$ cat src/rtl/mem_arbiter_rr.sv
// N-port line-request arbiter in front of a single physical-memory port.
// Round-robin or fixed-priority grant; the winning transaction is registered and held until pmem_resp.
module mem_arbiter_rr #(
   parameter int NUM_PORTS = 2,
   parameter int LINE_W    = 256,
   parameter int ADDR_W    = 32,
   parameter int PRIO_MODE = 0,
   localparam int ID_W     = (NUM_PORTS > 1) ? $clog2(NUM_PORTS) : 1
) (
   input  logic                        clk,
   input  logic                        rst,
   input  logic [NUM_PORTS-1:0]        req_read,
   input  logic [NUM_PORTS-1:0]        req_write,
   input  logic [NUM_PORTS*ADDR_W-1:0] req_addr,
   input  logic [NUM_PORTS*LINE_W-1:0] req_wdata,
   output logic [NUM_PORTS-1:0]        req_resp,
   output logic [LINE_W-1:0]           req_rdata,
   input  logic                        pmem_resp,
   input  logic [LINE_W-1:0]           pmem_rdata,
   output logic                        pmem_read,
   output logic                        pmem_write,
   output logic [ADDR_W-1:0]           pmem_address,
   output logic [LINE_W-1:0]           pmem_wdata,
   output logic [ID_W-1:0]             grant_id,
   output logic                        busy
);

   typedef enum logic [0:0] {
      S_IDLE = 1'b0,
      S_BUSY = 1'b1
   } state_t;

   state_t              state_q, state_d;
   logic [ID_W-1:0]     ptr_q, ptr_d;
   logic [ID_W-1:0]     grant_q, grant_d;
   logic [ADDR_W-1:0]   addr_q, addr_d;
   logic [LINE_W-1:0]   wdata_q, wdata_d;
   logic                rd_q, rd_d;
   logic                wr_q, wr_d;
   logic                busy_q, busy_d;

   logic [NUM_PORTS-1:0] active_s;
   logic [ID_W-1:0]      start_s;
   logic [ID_W-1:0]      cand_s;
   logic [ID_W-1:0]      win_idx_s;
   logic                 win_found_s;

   // Winner search: first active port in circular order from the start index.
   always_comb begin
      active_s    = req_read | req_write;
      start_s     = (PRIO_MODE == 1) ? {ID_W{1'b0}} : ptr_q;
      cand_s      = {ID_W{1'b0}};
      win_found_s = 1'b0;
      win_idx_s   = {ID_W{1'b0}};
      for (int k = 0; k < NUM_PORTS; k++) begin
         cand_s = ID_W'((int'(start_s) + k) % NUM_PORTS);
         if (!win_found_s && active_s[cand_s]) begin
            win_found_s = 1'b1;
            win_idx_s   = cand_s;
         end else begin
            win_found_s = win_found_s;
         end
      end
   end

   // Next-state logic plus the combinational response path back to the granted port.
   always_comb begin
      state_d   = state_q;
      ptr_d     = ptr_q;
      grant_d   = grant_q;
      addr_d    = addr_q;
      wdata_d   = wdata_q;
      rd_d      = rd_q;
      wr_d      = wr_q;
      req_resp  = {NUM_PORTS{1'b0}};
      req_rdata = {LINE_W{1'b0}};
      case (state_q)
         S_IDLE: begin
            if (win_found_s) begin
               state_d = S_BUSY;
               grant_d = win_idx_s;
               addr_d  = req_addr[win_idx_s*ADDR_W +: ADDR_W];
               wdata_d = req_wdata[win_idx_s*LINE_W +: LINE_W];
               // A port raising both read and write is served as a write.
               wr_d    = req_write[win_idx_s];
               rd_d    = ~req_write[win_idx_s];
            end else begin
               state_d = S_IDLE;
            end
         end
         S_BUSY: begin
            if (pmem_resp) begin
               state_d            = S_IDLE;
               rd_d               = 1'b0;
               wr_d               = 1'b0;
               req_resp[grant_q]  = 1'b1;
               req_rdata          = pmem_rdata;
               if (PRIO_MODE == 1) begin
                  ptr_d = ptr_q;
               end else if (grant_q == ID_W'(NUM_PORTS - 1)) begin
                  ptr_d = {ID_W{1'b0}};
               end else begin
                  ptr_d = grant_q + ID_W'(1);
               end
            end else begin
               state_d = S_BUSY;
            end
         end
         default: begin
            state_d = S_IDLE;
            rd_d    = 1'b0;
            wr_d    = 1'b0;
         end
      endcase
      busy_d = (state_d == S_BUSY);
   end

   // State and transaction registers with synchronous reset.
   always_ff @(posedge clk) begin
      if (rst) begin
         state_q <= S_IDLE;
         ptr_q   <= {ID_W{1'b0}};
         grant_q <= {ID_W{1'b0}};
         addr_q  <= {ADDR_W{1'b0}};
         wdata_q <= {LINE_W{1'b0}};
         rd_q    <= 1'b0;
         wr_q    <= 1'b0;
         busy_q  <= 1'b0;
      end else begin
         state_q <= state_d;
         ptr_q   <= ptr_d;
         grant_q <= grant_d;
         addr_q  <= addr_d;
         wdata_q <= wdata_d;
         rd_q    <= rd_d;
         wr_q    <= wr_d;
         busy_q  <= busy_d;
      end
   end

   assign pmem_read    = rd_q;
   assign pmem_write   = wr_q;
   assign pmem_address = addr_q;
   assign pmem_wdata   = wdata_q;
   assign grant_id     = grant_q;
   assign busy         = busy_q;

endmodule

$ cat config.mk
export PLATFORM = sky130hd
export DESIGN_NAME = mem_arbiter_rr
export DESIGN_NICKNAME = d
export VERILOG_FILES = /design/src/rtl/mem_arbiter_rr.sv
export SDC_FILE = /design/constraint.sdc
export NUM_CORES = 1
export LEC_CHECK = 0
export ABC_AREA = 0
export CORE_AREA = 2 2 539 541
export DETAILED_ROUTE_END_ITERATION = 10
export DIE_AREA = 0 0 541 543
export HOLD_SLACK_MARGIN = 0.03
export PLACE_DENSITY = 0.34
export REMOVE_ABC_BUFFERS = 1
export SKIP_LAST_GASP = 1
export SYNTH_ARGS = -nofsm -noshare
export SYNTH_HDL_FRONTEND = slang
export SYNTH_SLANG_ARGS = --single-unit
$ cat constraint.sdc
create_clock -name clk -period 2.2 [get_ports clk]
set_input_delay 0.66 -clock clk [delete_from_list [all_inputs] [get_ports clk]]
set_output_delay 0.66 -clock clk [all_outputs]
set_load 0.005 [all_outputs]
# Word-level counts from Yosys, hierarchy flattened
# Cells that the tools add are included.
op_classes:
  n_shift: 2
  n_bitwise: 3
  n_mul: 0
  mux: 25
  magnitude_cmp: 5
  n_div: 0
  eq_ne: 2
  n_addsub: 2
  reduce_logical: 6
op_table:
  columns: ["op", "n"]
  rows:
  - ["2-to-1 mux 256 bit", 2]
  - ["variable part select 512 x 10 -> 256 bit", 1]
  - ["variable part select 64 x 7 -> 32 bit", 1]
  - ["2-to-1 mux 1 bit", 17]
  - ["less-than comparator 1 x 2 -> 1 bit (second input constant)", 4]
  - ["one-hot mux 1 bit (2 select lines)", 3]
  - ["AND reduction 2 bit", 3]
  - ["2-to-1 mux 2 bit", 2]
  - ["!= test 2 bit (second input constant)", 2]
  - ["adder 1 bit (second input constant)", 2]
  - ["logical AND 1 bit", 2]
  - ["inverter 1 bit", 2]
  - ["OR 2 bit", 1]
  - ["demux 1 bit (select 1 bit)", 1]
  - [">= comparator 1 bit (second input constant)", 1]
  - ["zero test 1 bit", 1]
word_totals:
  memories: 0
  input_bits: 839
  mem_bits_ro: 0
  wordCells: 52
  mem_bits_rw: 0
  regBits: 293
  latchBits: 0
  out_inout_bits: 550

# Logic depth before layout (Yosys ltp)
# Gate-level depths: netlist of run 1.
depth:
  depth_word: 12
  depth_mapped: 7
  mapped_depth_nobuf: 3

# Worst setup path before layout of run 1
# No wires, ideal clock.
synth_timing:
  path_kind: "input port to output port"
  from: "input port pmem_resp"
  to: "output port req_rdata[100]"
  path_buffers: 3
  stages: 4
  arrival_time_ns: 1.514
  slack_ns: 0.026
  required_time_ns: 1.540
  path_cell_list: "clkbuf_1 -> clkbuf_1 -> clkbuf_1 -> and3_1"
synth_between:
  elab_chain_cells: 2
synth_rtl:
  columns: ["element", "line", "rtl"]
  rows:
  - ["start: declaration", "18", "input logic pmem_resp,"]
  - ["2-to-1 mux 256 bit", "92", "if (pmem_resp) begin"]
  - ["2-to-1 mux 256 bit", "77", "case (state_q)"]
  - ["end: declaration", "17", "output logic [LINE_W-1:0] req_rdata,"]
# No other way between the ends.

==> run metrics, run 1 <==
ANT nets after route=0; FF-to-FF End=pmem_wdata[65]$_SDFFE_PP0P_; Max-Cap Viols=0; Crit path buffers/inverters=6; HP Class=reg -> reg; Setup CP Type=reg -> out; clock-pin slew on the worst setup and hold paths=60 ps; CP startpoint kind=flip-flop; WHS Endpoint=pmem_wdata[196]$_SDFFE_PP0P_; Syn. warnings=0; Worst Slack Setup Final=-583 ps; Die Area=294000 sq um; Total Wirelength=225000 um; die span in x=541 um; fin util=14.1%; Yosys reg bits=293; Crit path arrival time=2120 ps; crit path max fanout=12; pwr dens=533 nW/um^2; Max VDD drop=0.000519 V; Total Routing Usage GR=14.5%; Slew HR=54.3%; Hold Fails Final Rpt=0; synth top area cells=dfxtp_1 37%, a311oi_1 16%, and3_1 10%, a21oi_1 9.2%, nand3_1 9.1%; fill count=32.7k; CP top delay family=buffers and inverters; hpwl dp=190000 um; worst skew pair latency=710 ps; LEAKAGE=14.8 nW; routed length per placed instance=30.7 um; hold_sp=pmem_wdata[196]$_SDFFE_PP0P_; crit path cell chain=buf_12 -> buf_16 -> buf_12 -> buf_12 -> buf_16 -> and3_4 -> buf_12; router iterations before antenna repair=7; cts bufs inserted=46; CTS H-tree lvls=2; min cycle time layout=2780 ps; Nets=4297; CTS tree=yes; DR iter-0 viols=1320; RSZ-0062 raised after global routing=true; CP required=1540 ps; Synth top area share=36.9%; row count=197; DRC=0; synth unique cells=28; RR Startpoint=busy$_SDFF_PP0_; layout cells sized above 1=27.1%; Syn Area/Cell=7.79 sq um; Die Y-Extent=543 um; Hold Path Cell Cnt=2; # hold bufs at CTS=0; setup slack, reg-to-reg=160 ps; worst-margin pin slew=678 ps; Synth Instances=2041; commonest non-fill, non-tap cell in the layout=clkdlybuf4s50_1; Root Buffer=clkbuf_16; vias in the first global route=24.3k; core area=287000 sq um; Reg2Reg Depth=8; status=complete, but fails checks; Final setup viols=259; clock skew=56.1 ps; crit end category=output port; initial antenna violation count=167; gpl congestion=0.910; Area Growth Syn to Fin=154%; f_max=359 MHz; mapped cell area=15900 sq um; post-synthesis sequential area ratio=36.9%; Max Root-Sink Buffers=3; failing checks=negative setup slack; via/cell ratio=3.36; Slew Limit Fails=0; crit-path max cell delay=360 ps; grt ovf=0; most frequent cells in the layout=837 x clkdlybuf4s50_1, 291 x a21oi_1, 290 x nand3_1; I/O pins=1389; Final TNS setup=-109760 ps; TritonCTS Sinks=293; largest net degree at the start of global routing=73; initial core utilization=5.53%; via count=24.6k; first-pass GRT wire length=277000 um; fin crit share=127%; largest area contributor in the synthesized netlist=dfxtp_1; critical path's slowest cell=dfxtp_4; port bufs=1388; cell mode on critical path=buf_12
## sequential cells by signal (all words and copies together) (netlist names)
| signal | cells |
|---|---|
| busy | 1 |
| pmem_wdata | 256 |
| pmem_write | 1 |
| ptr_q | 1 |
| grant_id | 1 |
| pmem_read | 1 |
| pmem_address | 32 |
## cell usage after synthesis
| cell type | instances |
|---|---|
| dfxtp_1 | 293 |
| a21oi_1 | 291 |
| nand3_1 | 290 |
| a311oi_1 | 288 |
| o21ai_0 | 288 |
| and3_1 | 257 |
| clkbuf_1 | 226 |
| buf_2 | 37 |
| buf_6 | 23 |
| buf_1 | 22 |
| buf_4 | 5 |
| nor2_1 | 3 |
| nor2_2 | 2 |
| o21ai_1 | 2 |
| a21boi_0 | 1 |
| a31oi_1 | 1 |
| and3b_1 | 1 |
| inv_1 | 1 |
| nand2_1 | 1 |
| nand2b_1 | 1 |
| nor2b_1 | 1 |
| nor4_4 | 1 |
| o2111a_1 | 1 |
| o211ai_1 | 1 |
| o21ba_1 | 1 |
| o21bai_1 | 1 |
| or2_2 | 1 |
| or4_1 | 1 |
## layout make-up
type	instances	area, sq um	area share (%)
Clock buffer	63	1270	3.15
Clock inverter	16	195	0.483
Timing Repair Buffer	1682	18400	45.6
Multi-Input combinational cell	1434	9740	24.1
Sequential cell	293	5910	14.6
Antenna cell	45	113	0.279
Inverter	1	11.3	0.0279
Tap cell	3781	4730	11.7
## per-stage QoR
step                cells  hold WS [ps]  instance area (sq um)  setup slack (ps)  power (mW)
CTS                  7241           417                  39100              -765        21.8
finish               7315           511                  40400              -583        21.6
global placement     7125           502                  36600              -729        13.9
detailed placement   7125           511                  36600              -719        13.9
global route         7275           476                  40300              -659        22.6
floorplan            1728           481                  14500             -9000        8.07
## routing by layer
layer  vias up  global-route usage, %  wire length, um
li1      10900                      -                -
met1     11900                   16.0            86600
met2      1384                   23.2           100000
met3       321                   9.48            32600
met4       120                   2.90             4850
met5         -                      0              813
## logic make-up (layout without fill, tap and decap cells)
family                 Yosys count  count (layout)  synth area share, %
AOI/OAI and AO/OA              875             875                 34.5
buffers and inverters          314            1762                 8.90
DFF                            293             293                 36.9
other                            0              45                    0
and+or+nand+nor                559             559                 19.8
## power by group
group | internal (mW) | switching [mW] | total (mW)
combinational | 3.99 | 3.78 | 7.78
sequential | 5.87 | 0.359 | 6.23
clock | 4.30 | 3.25 | 7.55
total | 14.2 | 7.39 | 21.6
## how the worst max path moves through the flow
stage / start / end / slack (ps) / depth (start not counted)
CTS: busy$_SDFF_PP0_ / req_rdata[58] / -760 / 5
global placement: pmem_rdata[117] / req_rdata[117] / -730 / 3
finish: busy$_SDFF_PP0_ / req_rdata[112] / -580 / 7
floorplan: req_write[0] / pmem_address[0]$_SDFFE_PP0P_ / -9000 / 3
global route: busy$_SDFF_PP0_ / req_rdata[236] / -660 / 7
detailed placement: pmem_rdata[117] / req_rdata[117] / -720 / 3
## worst min-delay path: stages (launching register included)
cell	delay, ps
dfxtp_1	300
a21oi_1	100
a311oi_1	50
## repair_timing
| action | in CTS | in global routing |
|---|---|---|
| pin swaps | 16 | 17 |
| cloned | 12 | 12 |
| buffers inserted | 27 | 27 |
| setup endpoints to repair | 518 | 260 |
| gates resized for setup | 1216 | 300 |
No activity file was read; power rests on OpenSTA's default activity.
==> run 2, diff against run 1 <==
CTS_CLUSTER_DIAMETER = 40   (was unset)
MAX_ROUTING_LAYER = met4   (was unset)
==> run 2 against run 1 <==
Effect of this change:
- the run still ends with negative setup slack left
- via count grew 0.43%
- combinational power barely moved
- clock power increased by 85%
- die area is the same
- routed wire length increased by 0.15%
- non-clock buffer count is 3 higher
- critical endpoint unchanged
- largest cell class unchanged
==> run metrics, run 2 (same netlist as run 1, synthesis figures left out) <==
cell mode on critical path=buf_12 (unchanged); Max VDD drop=0.000517 V (was 0.000519 V); DP Worst Slack=-761 ps (was -719 ps); row count=197 (unchanged); Hold Path Cell Cnt=2 (unchanged); hpwl dp=190000 um (about the same); min cycle time layout=2710 ps (was 2780 ps); initial antenna violation count=147 (was 167); fill count=32.6k (was 32.7k); LEAKAGE=15.4 nW (was 14.8 nW); crit end category=output port (unchanged); Root Buffer=clkbuf_16 (unchanged); CP Depth=6 (was 7); Nets=4346 (was 4297); Die Y-Extent=543 um (unchanged); combinational power share=27.7% (was 36.1%); DR iter-0 viols=1446 (was 1320); Crit path buffers/inverters=5 (was 6); initial core utilization=5.53% (unchanged); RSZ-0062 raised after global routing=true (unchanged); pwr dens=663 nW/um^2 (was 533 nW/um^2); # hold bufs at CTS=0 (unchanged); Slew HR=56.2% (was 54.3%); multi-input combinational cell area=9910 sq um (was 9740 sq um); Pint=19.7 mW (was 14.2 mW); clock skew=111 ps (was 56.1 ps); DRC=0 (unchanged); via count=24.7k (was 24.6k); sequential power share=22.3% (was 28.9%); clock-pin slew on the worst setup and hold paths=50 ps (was 60 ps); fin crit share=123% (was 127%); grt ovf=0 (unchanged); crit-path max cell delay=370 ps (was 360 ps); met1 GRT Util=17.7% (was 16.0%); largest net degree at the start of global routing=72 (was 73); worst-margin pin slew=650 ps (was 678 ps); clock network fraction of total power=50.0% (was 35.0%); TritonCTS Sinks=293 (unchanged); Worst Slack Setup Final=-512 ps (was -583 ps); CTS H-tree lvls=3 (was 2); failing checks=negative setup slack (unchanged); Net Sw Frac=29.8% (was 34.3%); Area Growth Syn to Fin=166% (was 154%); Hold Fails Final Rpt=0 (unchanged); grt met3 use=7.38% (was 9.48%); gpl congestion=0.930 (was 0.910); HP Class=in -> reg (was reg -> reg); Max-Cap Viols=0 (unchanged); worst skew pair latency=830 ps (was 710 ps); Switch Pwr=8.36 mW (was 7.39 mW); Setup CP Type=reg -> out (unchanged); cts bufs inserted=92 (was 46); routed length per placed instance=30.3 um (was 30.7 um); CP top delay family=buffers and inverters (unchanged); commonest non-fill, non-tap cell in the layout=clkdlybuf4s50_1 (unchanged); status=complete, but fails checks (unchanged); router iterations before antenna repair=5 (was 7); Total Wirelength=225000 um (about the same); met2 Usage GRT=23.1% (was 23.2%); f_max=369 MHz (was 359 MHz); Slew Limit Fails=0 (unchanged); crit path max fanout=7 (was 12); die span in x=541 um (unchanged); crit path cell chain=buf_16 -> buf_12 -> buf_12 -> buf_12 -> and3_2 -> buf_12 (was buf_12 -> buf_16 -> buf_12 -> buf_12 -> buf_16 -> and3_4 -> buf_12); flip-flop and latch area=5910 sq um (about the same); busiest grt layer=met2 (unchanged); max reg flops=256 (unchanged); via/cell ratio=3.32 (was 3.36); most frequent cells in the layout=836 x clkdlybuf4s50_1, 291 x a21oi_1, 290 x nand3_1 (was 837 x clkdlybuf4s50_1, 291 x a21oi_1, 290 x nand3_1); Reg2Reg Depth=8 (unchanged); Total Routing Usage GR=15.1% (was 14.5%); first-pass GRT wire length=281000 um (was 277000 um); Hold Slack=405 ps (was 511 ps); vias in the first global route=25.2k (was 24.3k); critical path's slowest cell=dfxtp_4 (unchanged); Crit path arrival time=2050 ps (was 2120 ps); CTS tree=yes (unchanged); CP startpoint kind=flip-flop (unchanged); Final setup viols=259 (unchanged); CP required=1540 ps (about the same); I/O pins=1389 (unchanged); Max Root-Sink Buffers=4 (was 3); port bufs=1388 (unchanged); Placed Instances=7142 (was 7125); Die Area=294000 sq um (unchanged); layout cells sized above 1=30.5% (was 27.1%); core area=287000 sq um (unchanged); non-filler instance count after layout=7435 (was 7315); ANT nets after route=0 (unchanged)
## run 2: final cells by class
type | count | share of cell area (%)
antenna | 78 | 0.462
clock buffer | 132 | 6.40
clock inverter | 31 | 1.17
inverter | 1 | 0.0266
multi-input combinational | 1434 | 23.4
sequential | 293 | 14.0
tap | 3781 | 11.2
timing repair buffer | 1685 | 43.3
## run 2: path summary, 6_finish.rpt
path | from | to | slack (ps)
setup / recovery | busy$_SDFF_PP0_ | req_rdata[112] | -510
setup reg to reg | busy$_SDFF_PP0_ | pmem_wdata[47]$_SDFFE_PP0P_ | 40
hold / removal | rst | pmem_wdata[200]$_SDFFE_PP0P_ | 400
hold reg to reg | pmem_wdata[153]$_SDFFE_PP0P_ | pmem_wdata[153]$_SDFFE_PP0P_ | 510
## run 2: power by group through the flow
stage               Combinational (mW)  Clock, mW  Sequential, mW
global placement                  7.62          0            6.33
global route                      8.26       14.7            6.31
detailed placement                7.59          0            6.34
floorplan                         1.74          0            6.33
finish                            7.76       14.0            6.24
CTS                               7.85       14.5            6.26
## run 2: through the flow
stage | instance area (sq um) | utilization (%) | TNS (ps) | power, mW
final | 42300 | 14.7 | -96740 | 28.0
after global routing | 42300 | 14.7 | -126310 | 29.3
after CTS | 41600 | 14.5 | -127270 | 28.6
after detailed placement | 36600 | 12.7 | -221060 | 13.9
after global placement | 36600 | 12.7 | -224610 | 14.0
after floorplan | 14500 | - | -3121620 | 8.07
## run 2: timing repair
action,CTS,global route
endpoints found under the setup margin,518,262
gates resized for setup,1637,135
pin swaps,31,9
cloned,13,7
setup buffers,45,9
## run 2: per-layer routing
layer  share of wire, %  up-vias
met4                2.1        0
met3                 12      237
met5                  0        -
met1                 42    12000
li1                   -    11000
met2                 44     1371
==> run 3, diff against run 2 <==
CTS_CLUSTER_SIZE = 14   (was unset)
==> run 3 against run 2 <==
Effect of this change:
- the flow still finishes with violations (negative setup slack)
- via count is 0.58% higher
- non-clock buffer count stayed put
- first-iteration DRC count grew 1.6%
- highest routed layer unchanged
- maximum frequency about the same
- die area unchanged
- worst setup slack barely moved
- utilization about the same
==> run metrics, run 3 (same netlist as run 1, synthesis figures left out) <==
max reg flops=256 (unchanged); failing checks=negative setup slack (unchanged); clock skew=110 ps (was 111 ps); routed length per placed instance=30.3 um (about the same); HP Class=in -> reg (unchanged); via count=24.8k (was 24.7k); core area=287000 sq um (unchanged); min cycle time layout=2710 ps (about the same); DR iter-0 viols=1469 (was 1446); Crit path arrival time=2050 ps (about the same); Crit path buffers/inverters=5 (unchanged); Max Root-Sink Buffers=4 (unchanged); I/O pins=1389 (unchanged); Hold Path Cell Cnt=2 (unchanged); grt ovf=0 (unchanged); Nets=4346 (unchanged); most frequent cells in the layout=836 x clkdlybuf4s50_1, 291 x a21oi_1, 290 x nand3_1 (unchanged); cell mode on critical path=buf_12 (unchanged); Placed Instances=7142 (unchanged); RR Startpoint=busy$_SDFF_PP0_ (unchanged); Setup CP Type=reg -> out (unchanged); Max VDD drop=0.000549 V (was 0.000517 V); critical path's slowest cell=dfxtp_4 (unchanged); Die Area=294000 sq um (unchanged); port bufs=1388 (unchanged); Root Buffer=clkbuf_16 (unchanged); fin util=14.7% (about the same); Slew Limit Fails=0 (unchanged); Slew HR=52.7% (was 56.2%); setup slack, reg-to-reg=50 ps (was 40 ps); non-filler instance count after layout=7440 (was 7435); fin area=42300 sq um (about the same); ANT nets after route=0 (unchanged); Hold Fails Final Rpt=0 (unchanged); fin crit share=123% (about the same); hold_sp=rst (unchanged); CP startpoint kind=flip-flop (unchanged); f_max=369 MHz (about the same); DP Worst Slack=-761 ps (unchanged); layout cells sized above 1=30.5% (about the same); cts bufs inserted=92 (unchanged); CP top delay family=buffers and inverters (unchanged); Worst Slack Setup Final=-511 ps (was -512 ps); Area Growth Syn to Fin=166% (about the same); via/cell ratio=3.34 (was 3.32); clock-pin slew on the worst setup and hold paths=50 ps (about the same); crit path cell chain=buf_16 -> buf_12 -> buf_12 -> buf_12 -> and3_2 -> buf_12 (unchanged); largest net degree at the start of global routing=72 (unchanged); row count=197 (unchanged); CTS tree=yes (unchanged); CP required=1540 ps (about the same); CTS H-tree lvls=3 (unchanged); crit path max fanout=7 (unchanged); status=complete, but fails checks (unchanged); FF-to-FF End=pmem_wdata[47]$_SDFFE_PP0P_ (unchanged); vias in the first global route=25.2k (about the same); die span in x=541 um (unchanged); Final setup viols=259 (unchanged); router iterations before antenna repair=5 (unchanged); # hold bufs at CTS=0 (unchanged); worst skew pair latency=830 ps (about the same); LEAKAGE=15.4 nW (about the same); DRC=0 (unchanged); TritonCTS Sinks=293 (unchanged); Total Routing Usage GR=15.1% (unchanged); DP Area=36600 sq um (unchanged); initial antenna violation count=147 (unchanged); worst-margin pin slew=702 ps (was 650 ps); initial core utilization=5.53% (unchanged); Die Y-Extent=543 um (unchanged); commonest non-fill, non-tap cell in the layout=clkdlybuf4s50_1 (unchanged); crit end category=output port (unchanged); gpl congestion=0.930 (unchanged); WHS Endpoint=pmem_wdata[200]$_SDFFE_PP0P_ (unchanged); crit-path max cell delay=370 ps (about the same); pwr dens=660 nW/um^2 (was 663 nW/um^2); hpwl dp=190000 um (unchanged); Reg2Reg Depth=8 (unchanged); Final TNS setup=-96760 ps (was -96740 ps); RSZ-0062 raised after global routing=true (unchanged); first-pass GRT wire length=281000 um (unchanged); Max-Cap Viols=0 (unchanged); Total Wirelength=225000 um (about the same)
==> run 3: cell count changes in the layout (fill, tap and decap cells not counted), sizes merged <==
cell	before	now
bufinv	12	11
clkbuf	139	140
clkinv	17	18
diode	78	82
==> run 3: what timing repair did <==
item | in CTS | in global routing
resized for setup | 1637 | 135
gates cloned | 13 | 7
endpoints found under the setup margin | 518 | 262
pin swaps | 31 | 9
buffers inserted | 45 | 9
==> run 3: cell type report <==
class | count | area (sq um)
antenna | 82 | 205
clock buffer | 133 | 2710
clock inverter | 31 | 470
fill | 32600 | 245000
inverter | 1 | 11.3
multi-input combinational | 1434 | 9910
sequential | 293 | 5910
tap | 3781 | 4730
timing repair buffer | 1685 | 18300
==> run 3: routing by layer <==
layer / share of wire (%) / routed length (um) / track usage (%) / vias to the layer above
met5: 0 / 0 / - / -
met3: 12 / 26000 / 7.38 / 234
met1: 42 / 94800 / 17.7 / 12200
met4: 2.1 / 4740 / 3.03 / 0
met2: 44 / 99700 / 23.1 / 1379
li1: - / - / - / 11100
==> run 3: power by group <==
group	leakage, nW	switching, mW	total [mW]	internal, mW
Sequential	2.44	0.360	6.25	5.89
Combinational	11.4	3.78	7.76	3.98
Clock	1.57	4.21	13.9	9.68
==> run 3: stage by stage <==
step / hold WS, ps / total power [mW]
after floorplan: 481 / 8.07
after CTS: 340 / 28.5
after detailed placement: 512 / 13.9
final: 396 / 27.9
after global placement: 504 / 14.0
after global routing: 357 / 29.2
==> run 3: worst register-to-register path, stage by stage, from the launching register on <==
cell and delay [ps]:
dfxtp_4 370, buf_8 150, buf_16 150, buf_8 150, buf_4 150, inv_8 180, buf_12 360, a21oi_1 240
a311oi_1 310
==> run 3: worst max-delay path by stage <==
stage,startpoint,endpoint,slack (ps),cells after the start
after floorplan,req_write[0],pmem_address[0]$_SDFFE_PP0P_,-9000,3
after global placement,req_write[0],pmem_wdata[107]$_SDFFE_PP0P_,-780,7
after detailed placement,req_write[0],pmem_wdata[107]$_SDFFE_PP0P_,-760,7
after CTS,busy$_SDFF_PP0_,req_rdata[127],-630,6
after global routing,busy$_SDFF_PP0_,req_rdata[121],-610,6
final,busy$_SDFF_PP0_,req_rdata[112],-510,6
==> RTL change 1, RTL diff (flow settings as in run 2) <==
The parameter `ADDR_W` goes from 32 to 48.
--- a/src/rtl/mem_arbiter_rr.sv
+++ b/src/rtl/mem_arbiter_rr.sv
@@ -4,5 +4,5 @@
    parameter int NUM_PORTS = 2,
    parameter int LINE_W    = 256,
-   parameter int ADDR_W    = 32,
+   parameter int ADDR_W    = 48,
    parameter int PRIO_MODE = 0,
    localparam int ID_W     = (NUM_PORTS > 1) ? $clog2(NUM_PORTS) : 1
Interface: changed (resized pmem_address and req_addr); port bits go from 1389 to 1437. No check against the original RTL was run, so the function may have changed too.
==> RTL change 1 against run 2 <==
- the run still ends with setup timing left
- sequential cell count increased by 16
- clock skew decreased by 0.067 ns
- cell area increased by 6.8%
- setup slack got worse by 0.10 ns
- routed wire length increased by 8.8%
- count of clock-buffer cells in the layout decreased by 13
- largest cell class unchanged
- synthesized area increased by 3.5%
- critical path depth increased by 1
- utilization increased by 1.0 points
- hold slack got worse by 0.13 ns
- total power increased by 8.9%
- die area unchanged
==> RTL change 1: results <==
place:
  gp_congestion: 0.9221
  place.port_buffers: 1436
  place_ws_ns: -0.8491
  hpwl_microns: 204000
yosys:
  synth.area.top_cells: "dfxtp_1 38%, a311oi_1 16%, and3_1 9.8%, a21oi_1 9.3%, nand3_1 9.3%"
  synthAdderAreaFrac: 0
  ys_warn_count: 0
  ys_seq_area_frac: 0.3756
  synth_xor_area_frac: 0
  synthMuxAreaShare: 0
  synth.distinct_cells: 24
  synth-compound-area-share: 0.3510
  yosys-top-cells-count: "309 x dfxtp_1, 307 x a21oi_1, 306 x nand3_1, 306 x o21ai_0, 304 x a311oi_1"
  ys_async_sr_fraction: 0
worst_hold_path:
  hp-class: "primary input to register"
sta:
  worst_slack_ns: -0.6156
  finalHoldViolCount: 0
  setup_viol: 259
  skew_ns: 0.04344
  slew_headroom: 0.5263
pwr:
  leakagePower_nw: 19.08
  vdd_ir_drop_max_mv: 0.5000
cells_and_area:
  final_layout_size_suffix_gt1_frac: 0.2916
  fillCellCount: 32370
  final_nets: 4544
  largest_reg_flops: 256
outcome:
  violations: "setup timing"
  status: "complete, but fails checks"
critical_path:
  critPathCapture: "req_rdata[69]"
  cp-startpoint: "busy"
  reg2reg_to: "pmem_wdata[87]"
  reg2reg_depth: 10
  cp_max_fo: 15
  r2r_slack_ns: 0.04
detailed_routing:
  dr.pass1.iters: 5
  drt_iter0_markers: 1566
  viasPerCell: 3.404
  wirelength_microns: 245200
cts:
  htreeDepth: 3
  clock_path_buffers: 4
  clock_latency_ns: 0.77
  cts-root-buf: "clkbuf_16"
  path_clk_slew_ns: 0.04
  cts_inserted_buffers: 94
global_routing:
  grt_pass1_wl_microns: 299400
  grt_max_degree: 89
  grt_antenna_before_repair: 168
  grt_pass1_vias: 26220
  grt_use_total: 0.1614
==> RTL change 1: cell count changes after synthesis, moves of 16 or more <==
| cell | change |
|---|---|
| nand3_1 | +16 |
| buf_6 | -23 |
| a311oi_1 | +16 |
| dfxtp_1 | +16 |
| a21oi_1 | +16 |
| o21ai_0 | +18 |
| clkbuf_1 | +43 |
==> RTL change 1: cell families (layout without fill, tap and decap cells) <==
group                  after synthesis  after routing
AO/OA/AOI/OAI                      923            923
AND/OR/NAND/NOR                    575            575
buffers and inverters              329           1938
flip-flops                         309            309
other                                0            113
==> RTL change 1: area by class of cell <==
type                            count  area [sq um]  share of cell area
Timing Repair Buffer             1769         20210              0.4475
Clock buffer                      119          2639             0.05843
Inverter                            1         30.03           0.0006649
Multi-Input combinational cell   1498         10230              0.2266
Clock inverter                     49         823.3             0.01823
Tap cell                         3781          4731              0.1047
Sequential cell                   309          6213              0.1376
Antenna cell                      113         282.8            0.006261
==> RTL change 1: worst min path at each step <==
stage,startpoint,end,depth (start not counted)
floorplan,grant_id,grant_id,2
global placement,pmem_wdata[251],pmem_wdata[251],2
detailed placement,pmem_wdata[223],pmem_wdata[223],2
CTS,rst,pmem_wdata[139],2
global route,rst,pmem_wdata[139],2
finish,rst,pmem_wdata[139],2
==> RTL change 1: worst max-delay path: stages, from the launching register on <==
cell     delay [ns]
dfxtp_4        0.34
buf_12         0.15
buf_16         0.15
buf_16         0.14
buf_12         0.12
buf_12         0.14
and3_4         0.20
buf_12         0.12
==> RTL change 1: where the power goes <==
group / internal, mW / total (mW) / switching, mW
combinational: 4.39 / 8.53 / 4.14
clock: 10.8 / 15.4 / 4.55
sequential: 6.20 / 6.59 / 0.390
==> RTL change 1: metrics by stage <==
step	instance area [sq um]	instances	hold slack, ns	setup TNS [ns]
2_1_floorplan	15180	1808	0.4808	-3928.82
3_3_place_gp	37880	7265	0.5010	-267.77
3_5_place_dp	37880	7265	0.5105	-267.75
4_1_cts	43110	7497	0.1800	-333.92
5_1_grt	45140	7630	0.2218	-142.39
6_report	45160	7639	0.2751	-122.90
==> RTL change 1: routing by layer <==
| metal | vias to the layer above | share of wire | GRT usage |
|---|---|---|---|
| met3 | 298 | 0.12 | 0.08948 |
| li1 | 11600 | - | - |
| met2 | 1421 | 0.44 | 0.2501 |
| met1 | 12690 | 0.41 | 0.1810 |
| met5 | - | 0 | - |
| met4 | 0 | 0.028 | 0.03265 |
==> RTL change 1: repair_timing <==
item                       CTS  global route
setup buffers               51            31
setup endpoints to repair  615           826
cloned                      16            14
pin swaps                    5            16
gates resized for setup    932           617
==> RTL change 2, RTL diff (settings of run 2) <==
Without the edit above. Make the reset (`rst`) asynchronous in one clocked block. Comments in the files are not updated.
--- a/src/rtl/mem_arbiter_rr.sv
+++ b/src/rtl/mem_arbiter_rr.sv
@@ -117,5 +117,5 @@
 
    // State and transaction registers with synchronous reset.
-   always_ff @(posedge clk) begin
+   always_ff @(posedge clk or posedge rst) begin
       if (rst) begin
          state_q <= S_IDLE;
Function: changed (a bounded check fails within 4 cycles, from zero or initial values and one cycle with rst high; the reset may be asserted at any time).
==> RTL change 2 against run 2 <==
- the run still ends with setup timing left
- setup slack lost 0.27 ns
- routed wire length grew 4.3%
- synthesized area grew 5.8%
- cell area grew 4.5%
- sequential cell count is the same
- critical path depth grew 1
- non-clock buffer count grew 62
- total power grew 19%
- highest routed layer unchanged
==> RTL change 2: results <==
pwr:
  leakagePower_nw: 18.09
  vdd_ir_drop_max_mv: 0.4996
yosys:
  synth-compound-area-share: 0.3889
  ys_seq_area_frac: 0.4356
  synthAdderAreaFrac: 0
  synth.area.top_cells: "dfrtp_1 44%, a2bb2oi_1 15%, a311oi_1 15%, and3_1 9.6%, o21ai_0 8.6%"
  synth_xor_area_frac: 0
  syn-mean-instance-area_sq_um: 9.808
  ys_async_sr_fraction: 1.000
  synth.distinct_cells: 29
  yosys-top-cells-count: "293 x dfrtp_1, 288 x a2bb2oi_1, 288 x a311oi_1, 288 x o21ai_0, 257 x and3_1"
  ys_warn_count: 0
  synthMuxAreaShare: 0.001264
global_routing:
  grt_pass1_wl_microns: 291100
  grt_pass1_vias: 25360
  grt_max_degree: 133
  grt_antenna_before_repair: 210
  grt_use_total: 0.1575
cts:
  path_clk_slew_ns: 0.04
  htreeDepth: 3
  clock_latency_ns: 0.78
  cts_inserted_buffers: 96
  cts-root-buf: "clkbuf_16"
  clock_path_buffers: 4
critical_path:
  arrival_ns: 2.32
  cp_max_fo: 9
cells_and_area:
  final_layout_size_suffix_gt1_frac: 0.3059
  fillCellCount: 32280
  final_nets: 4120
  utilization: 0.1537
  largest_reg_flops: 256
detailed_routing:
  dr.pass1.iters: 5
  wirelength_microns: 234900
  drt_iter0_markers: 1285
  via_count: 24250
  wl_per_cell_microns: 32.32
sta:
  worst_slack_ns: -0.7830
  setup_viol: 260
  worst_pin_slew_ns: 0.8912
  fin_tns_setup_ns: -157.36
  skew_ns: 0.05962
place:
  placed_cell_area_sq_um: 37780
  hpwl_microns: 195300
  dp.cells: 6909
  gp_congestion: 1.004
  place.port_buffers: 1388
outcome:
  violations: "setup timing"
  status: "complete, but fails checks"
worst_hold_path:
  hp-class: "primary input to async pin"
-- RTL change 2: power breakdown --
part	leakage, nW	total [mW]	internal, mW	switching, mW
combinational	13.2	11.9	6.46	5.40
clock	1.59	14.0	9.56	4.44
sequential	3.27	7.42	6.65	0.766
-- RTL change 2: worst max-delay path: stages, from the launching register on --
cell and delay [ns]:
dfrtp_4 0.51, buf_12 0.15, buf_12 0.14, buf_16 0.14, buf_12 0.14, buf_16 0.13
and3_4 0.19, buf_12 0.12
-- RTL change 2: final timing paths --
path | start | end | slack [ns] | cells after the start
max in group asynchronous | rst | pmem_wdata[231] | 1.22 | 4
setup / recovery | busy | req_rdata[224] | -0.78 | 7
min in group clk | req_wdata[84] | pmem_wdata[84] | 0.43 | 3
hold / removal | rst | pmem_wdata[68] | 0.25 | 2
hold reg to reg | pmem_wdata[102] | pmem_wdata[102] | 0.53 | 1
setup reg to reg | busy | pmem_wdata[216] | 0 | 5
-- RTL change 2: stage by stage --
step,power (mW),setup slack (ns)
6_report,33.28,-0.7830
5_1_grt,34.78,-0.8693
4_1_cts,34.15,-0.9081
3_5_place_dp,19.21,-1.128
3_3_place_gp,19.24,-1.131
2_1_floorplan,10.82,-11.96
-- RTL change 2: area by class of cell --
cell class                      instances  share of cell area
Antenna cell                          132            0.007477
Clock buffer                          129             0.06126
Clock inverter                         42             0.01136
Inverter                                1           0.0002549
Multi-Input combinational cell       1142              0.2125
Sequential cell                       293              0.1661
Tap cell                             3781              0.1071
Timing Repair Buffer                 1747              0.4340
-- RTL change 2: cells by family after synthesis --
logic type             after synthesis
buffers and inverters              281
muxes                                2
AOI/OAI and AO/OA                  872
DFF                                293
and+or+nand+nor                    268
-- RTL change 2: layer usage --
| layer | share of wire | global-route usage | up-vias |
|---|---|---|---|
| met3 | 0.12 | 0.07874 | 432 |
| met4 | 0.058 | 0.07693 | 0 |
| li1 | - | - | 10370 |
| met2 | 0.49 | 0.2683 | 1445 |
| met5 | 0 | - | - |
| met1 | 0.33 | 0.1463 | 12000 |
-- RTL change 2: repair_timing --
| item | in CTS | in global routing |
|---|---|---|
| endpoints found under the setup margin | 539 | 547 |
| pin swaps | 19 | 3 |
| gates resized for setup | 968 | 539 |
| cloned | 14 | 5 |
| buffers inserted | 30 | 19 |
